## src/rtl/riscv_mpsoc_pkg.sv

```systemverilog
// riscv_mpsoc_pkg: arbiter state, requester ID type and BIU burst encodings
package riscv_mpsoc_pkg;
  typedef enum logic [1:0] {IDLE, GRANT, LOCKED} arb_state_t;
  localparam int MAX_NREQ = 4;
  typedef logic [$clog2(MAX_NREQ)-1:0] req_id_t;
  localparam logic [2:0] SINGLE = 3'b000, INCR = 3'b001, WRAP4 = 3'b010, INCR4 = 3'b011,
                         WRAP8 = 3'b100, INCR8 = 3'b101, WRAP16 = 3'b110, INCR16 = 3'b111;
  function automatic logic [4:0] biu_burst_len(input logic [2:0] t);
    return (t == WRAP4  || t == INCR4)  ? 5'd4  :
           (t == WRAP8  || t == INCR8)  ? 5'd8  :
           (t == WRAP16 || t == INCR16) ? 5'd16 : 5'd1;
  endfunction
endpackage

```

## src/rtl/riscv_arb_idfifo.sv

```systemverilog
// riscv_arb_idfifo: DEPTH-entry in-order FIFO of issuing-requester tags
module riscv_arb_idfifo #(
  parameter int W     = 5,
  parameter int DEPTH = 2
) (
  input  logic         rst_ni,
  input  logic         clk_i,
  input  logic         push_i,
  input  logic [W-1:0] d_i,
  input  logic         pop_i,
  output logic [W-1:0] q_o,
  output logic         full_o,
  output logic         empty_o
);
  localparam int AW = DEPTH > 1 ? $clog2(DEPTH) : 1;
  localparam int CW = $clog2(DEPTH + 1);
  logic [W-1:0]  mem [DEPTH];
  logic [AW-1:0] wp, rp;
  logic [CW-1:0] cnt;
  assign q_o     = mem[rp];
  assign full_o  = cnt == CW'(DEPTH);
  assign empty_o = cnt == '0;
  always_ff @(posedge clk_i)
    if (push_i) mem[wp] <= d_i;
  always_ff @(posedge clk_i or negedge rst_ni)
    if (!rst_ni) begin
      wp  <= '0;
      rp  <= '0;
      cnt <= '0;
    end else begin
      if (push_i) wp <= wp == AW'(DEPTH - 1) ? '0 : wp + 1'b1;
      if (pop_i) rp <= rp == AW'(DEPTH - 1) ? '0 : rp + 1'b1;
      cnt <= cnt + CW'(push_i) - CW'(pop_i);
    end
endmodule

```

## src/rtl/riscv_biu_arbiter.sv

```systemverilog
// riscv_biu_arbiter: shares one BIU port among NREQ masters, routing responses in order.
// Define RISCV_BIU_ARB_FIXED_PRIO_EN for fixed lowest-index priority instead of round-robin.
module riscv_biu_arbiter
  import riscv_mpsoc_pkg::*;
#(
  parameter int XLEN  = 64,
  parameter int PLEN  = 64,
  parameter int NREQ  = 2,
  parameter int DEPTH = 2
) (
  input  logic                 rst_ni,
  input  logic                 clk_i,
  input  logic [NREQ-1:0]      req_stb_i,
  output logic [NREQ-1:0]      req_stb_ack_o,
  input  logic [NREQ*PLEN-1:0] req_adr_i,
  input  logic [NREQ*3-1:0]    req_size_i,
  input  logic [NREQ*3-1:0]    req_type_i,
  input  logic [NREQ-1:0]      req_lock_i,
  input  logic [NREQ*3-1:0]    req_prot_i,
  input  logic [NREQ-1:0]      req_we_i,
  input  logic [NREQ*XLEN-1:0] req_d_i,
  output logic [XLEN-1:0]      req_q_o,
  output logic [NREQ-1:0]      req_ack_o,
  output logic [NREQ-1:0]      req_err_o,
  output logic                 biu_stb_o,
  input  logic                 biu_stb_ack_i,
  output logic [PLEN-1:0]      biu_adri_o,
  output logic [2:0]           biu_size_o,
  output logic [2:0]           biu_type_o,
  output logic                 biu_lock_o,
  output logic [2:0]           biu_prot_o,
  output logic                 biu_we_o,
  output logic [XLEN-1:0]      biu_d_o,
  input  logic [XLEN-1:0]      biu_q_i,
  input  logic                 biu_ack_i,
  input  logic                 biu_err_i
);
  arb_state_t state;
  req_id_t owner, win, arb_win, pos, head_id;
  logic [NREQ-1:0] rot;
  logic win_vld, own_stb, acc, resp, last, full, empty;
  logic [2:0] head_type;
  logic [4:0] beats, rem;
`ifdef RISCV_BIU_ARB_FIXED_PRIO_EN
  assign rot     = req_stb_i;
  assign arb_win = pos;
`else
  req_id_t rr;
  logic [2:0] sum;
  assign rot     = NREQ'({req_stb_i, req_stb_i} >> rr);
  assign sum     = 3'(rr) + 3'(pos);
  assign arb_win = req_id_t'(sum >= 3'(NREQ) ? sum - 3'(NREQ) : sum);
  always_ff @(posedge clk_i or negedge rst_ni)
    if (!rst_ni) rr <= '0;
    else if (acc) rr <= win == req_id_t'(NREQ - 1) ? '0 : win + 1'b1;
`endif
  always_comb begin
    pos        = '0;
    own_stb    = 1'b0;
    biu_adri_o = '0;
    biu_size_o = '0;
    biu_type_o = '0;
    biu_lock_o = 1'b0;
    biu_prot_o = '0;
    biu_we_o   = 1'b0;
    biu_d_o    = '0;
    for (int i = NREQ - 1; i >= 0; i--)
      if (rot[i]) pos = req_id_t'(i);
    for (int i = 0; i < NREQ; i++)
      if (req_id_t'(i) == owner) own_stb = req_stb_i[i];
    win     = state == IDLE ? arb_win : owner;
    win_vld = state == IDLE ? |req_stb_i : own_stb;
    for (int i = 0; i < NREQ; i++)
      if (req_id_t'(i) == win) begin
        biu_adri_o = req_adr_i[i*PLEN +: PLEN];
        biu_size_o = req_size_i[i*3 +: 3];
        biu_type_o = req_type_i[i*3 +: 3];
        biu_lock_o = req_lock_i[i];
        biu_prot_o = req_prot_i[i*3 +: 3];
        biu_we_o   = req_we_i[i];
        biu_d_o    = req_d_i[i*XLEN +: XLEN];
      end
  end
  // Gated by rst_ni so nothing reaches the BIU while reset is asserted.
  assign biu_stb_o = rst_ni & win_vld & ~full;
  assign acc       = biu_stb_o & biu_stb_ack_i;
  assign resp      = (biu_ack_i | biu_err_i) & ~empty;
  assign rem       = beats == '0 ? biu_burst_len(head_type) - 5'd1 : beats - 5'd1;
  assign last      = biu_err_i | rem == '0;
  assign req_q_o   = biu_q_i;
  always_comb
    for (int i = 0; i < NREQ; i++) begin
      req_stb_ack_o[i] = acc & (win == req_id_t'(i));
      req_ack_o[i]     = biu_ack_i & ~empty & (head_id == req_id_t'(i));
      req_err_o[i]     = biu_err_i & ~empty & (head_id == req_id_t'(i));
    end
  always_ff @(posedge clk_i or negedge rst_ni)
    if (!rst_ni) begin
      state <= IDLE;
      owner <= '0;
      beats <= '0;
    end else begin
      if (acc) begin
        state <= biu_lock_o ? LOCKED : IDLE;
        owner <= win;
      end else if (state == IDLE && biu_stb_o) begin
        state <= GRANT;
        owner <= win;
      end else if (state == GRANT && !own_stb) state <= IDLE;
      if (resp) beats <= last ? '0 : rem;
    end
  riscv_arb_idfifo #(.W(3 + $bits(req_id_t)), .DEPTH(DEPTH)) u_idfifo (
    .rst_ni  (rst_ni),
    .clk_i   (clk_i),
    .push_i  (acc),
    .d_i     ({biu_type_o, win}),
    .pop_i   (resp & last),
    .q_o     ({head_type, head_id}),
    .full_o  (full),
    .empty_o (empty)
  );
endmodule

```

## config.mk

```make
export PLATFORM = sky130hd
export DESIGN_NAME = riscv_biu_arbiter
export DESIGN_NICKNAME = d
export VERILOG_FILES = /design/src/rtl/riscv_mpsoc_pkg.sv /design/src/rtl/riscv_arb_idfifo.sv /design/src/rtl/riscv_biu_arbiter.sv
export SDC_FILE = /design/constraint.sdc
export NUM_CORES = 1
export LEC_CHECK = 0
export BUFFER_PORTS_ARGS = -buffer_cell sky130_fd_sc_hd__buf_2
export CORE_AREA = 2 2 216 218
export CTS_CLUSTER_DIAMETER = 40
export CTS_CLUSTER_SIZE = 20
export DETAILED_ROUTE_END_ITERATION = 6
export DIE_AREA = 0 0 218 220
export HOLD_SLACK_MARGIN = 0.02
export SETUP_SLACK_MARGIN = 0.2
export SLEW_MARGIN = 20
export SYNTH_ARGS = -nofsm -noshare
export SYNTH_HDL_FRONTEND = slang
export SYNTH_HIERARCHICAL = 1
export SYNTH_SLANG_ARGS = --single-unit
```

## constraint.sdc

```tcl
create_clock -name clk_i -period 7.95 [get_ports clk_i]
set_input_delay 1.1925 -clock clk_i [delete_from_list [all_inputs] [get_ports clk_i]]
set_output_delay 1.1925 -clock clk_i [all_outputs]
set_load 0.05 [all_outputs]
```

==> impl_metrics.csv <==
group,metric,value,unit
synth,syn_area_per_cell,5.89,um^2
setup_path,required,6.76,ns
global_route,grt_pass1_wl,29800,um
setup_path,reg2reg_depth,7,
setup_path,arrival,4.10,ns
die,num_io_pins,559,
route,via_per_inst,3.55,
layout,fin_area,0.00617,mm^2
clock_tree,clock_path_buffers,2,
setup_path,cp_max_fo,65,
setup_path,reg2reg_to,"u_idfifo/mem[1][3]$_DFFE_PP_",
layout,fillCellCount,5389,
clock_tree,cts_resized,0,
sta,drv_slew,0,
placement,hpwl,18500,um
die,start_util,8.42,%
synth,ys_warn_count,6,
placement,dpl_worst_slack,2.61,ns
min_path,min_path_type,"flop to flop",
clock_tree,cts.sinks,23,
placement,io_buffers,430,
setup_path,slowest_delay,0.56,ns
sta,finalWorstSetupSlack,2.66,ns
sta,worst_slew_pin_slew,0.754,ns
sta,clock_skew,0.00656,ns
layout,layout_common_cells,"buf_2 (430), nand2_1 (281), a21oi_1 (147), dfrtp_1 (15), nor2_1 (12)",
route,route.vias.total,5653,
min_path,hold_depth,1,
die,die_y,220,um
setup_path,worstReg2RegStart,"rr[1]$_DFFE_PN0P_",
min_path,hold_start,"u_idfifo/wp$_DFFE_PN0P_",
route,drtIter0Drc,368,
sta,fin_setup_tns,0,ns
route,wirelength,22300,um
global_route,grt_use_total,8.18,%
setup_path,reg2reg_slack,4.94,ns
flow_run,cap_violations,0,
setup_path,crit_type,"primary input to output pin",
synth,synth_nets,1011,
run_status,status,"complete, no violations",
min_path,hold_end,"u_idfifo/wp$_DFFE_PN0P_",
layout,drive_above_1_share,46.1,%
sta,rsz0062_at_grt,"no",
synth,synth_area,0.00386,mm^2
die,rows,79,
sta,finalCriticalPeriod,5.29,ns
clock_tree,clk_latency,0.26,ns
global_route,grtUsageMet2,13.6,%
clock_tree,clk_pin_slew,0.06,ns
layout,final_common_cell,"buf_2",
die,die_x,218,um
sta,finalSetupViolations,0,
global_route,antenna_found_initial,4,
placement,place_congestion,0.933,
sta,max_freq,0.189,GHz
route,drt_first_pass_iters,5,
synth,syn-instance-count,655,
layout,nets,1340,
route,drtAntennaViolNets,0,
clock_tree,cts_buffers,3,
global_route,gr-total-overflow,0,
setup_path,worstSetupStartpointType,"primary input",
die,core-area,0.0459,mm^2
sta,period_share,66.6,%
global_route,grt_util_met3,2.66,%
clock_tree,cts_hold_buf,0,
placement,dpl-instance-area,0.00608,mm^2
global_route,grtUsageMet1,9.63,%
route,drc,0,
global_route,grt_start_max_net_pins,145,
sta,finalHoldViolations,0,
clock_tree,postCtsSetupRepairBufs,0,
layout,synthToLayoutAreaGrowth,59.9,%
setup_path,endpoint_kind,"output pin",
clock_tree,cts_tree,"built",
clock_tree,htreeDepth,1,
global_route,grt_busiest_layer,"met2",
sta,relSlewSlack,49.8,%
route,wl_per_cell,14.0,um
sta,hold_slack,0.488,ns
clock_tree,root_buffer,"clkbuf_16",
die,die_area,0.0480,mm^2
setup_path,cp_cell_sequence,"buf_2 > nor2_1 > nand2_1 > o31ai_1 > ha_1 > or3b_1 > and2_4 > inv_4 > buf_12 > nand2_1 > a21oi_1 > buf_2",
global_route,grt_pass1_vias,4826,
setup_path,slowest_stage,"inv_4",
-- flip-flops by register name (all words and copies together) (netlist names) --
register and cells:
beats 5, u_idfifo/wp 1, rr 2, u_idfifo/rp 1, owner 2, u_idfifo/cnt 2
state 2, u_idfifo/mem 8
-- final cells by class --
class | instances | area (um^2) | share of cell area, %
repair buffers | 435 | 2210 | 35.9
flip-flops and latches | 23 | 616 | 9.97
diodes | 3 | 7.51 | 0.122
clock inverters | 1 | 5.00 | 0.0811
inverters | 9 | 36.3 | 0.588
well taps | 607 | 759 | 12.3
clock buffers | 3 | 75.1 | 1.22
multi-input cells | 512 | 2460 | 39.8
-- metal layers --
layer  up-vias  wire, um
met5         -         0
met4         0       898
met3        34      2380
met2       417     10600
met1      2452      8420
li1       2750         -
-- how the worst max path moves through the flow --
stage          depth (start not counted)    startpoint          endpoint  slack, ns
6_report                              12  req_stb_i[0]       biu_d_o[23]       2.66
5_1_grt                               12  req_stb_i[0]       biu_d_o[17]       2.43
4_1_cts                               12  req_stb_i[0]       biu_d_o[59]       2.60
3_5_place_dp                          12  req_stb_i[0]       biu_d_o[59]       2.61
3_3_place_gp                          12  req_stb_i[0]       biu_d_o[59]       2.59
2_1_floorplan                          9  req_stb_i[0]  req_stb_ack_o[1]       3.10
-- per-stage QoR --
step | instances | util, %
final | 1593 | 13.5
after global placement | 1586 | 13.3
after CTS | 1590 | 13.4
after detailed placement | 1586 | 13.3
after global routing | 1593 | 13.5
after floorplan | 655 | -
-- critical path: cells and delay by family --
family / cells / cell delay, ns
simple gates: 5 / 0.89
compound gates: 2 / 0.30
fa+ha+maj: 1 / 0.31
buf+inv: 4 / 1.31
Power is left out: the tool's default activity adds up to more than one toggle a clock period on the data nets, which glitch-free logic cannot reach.
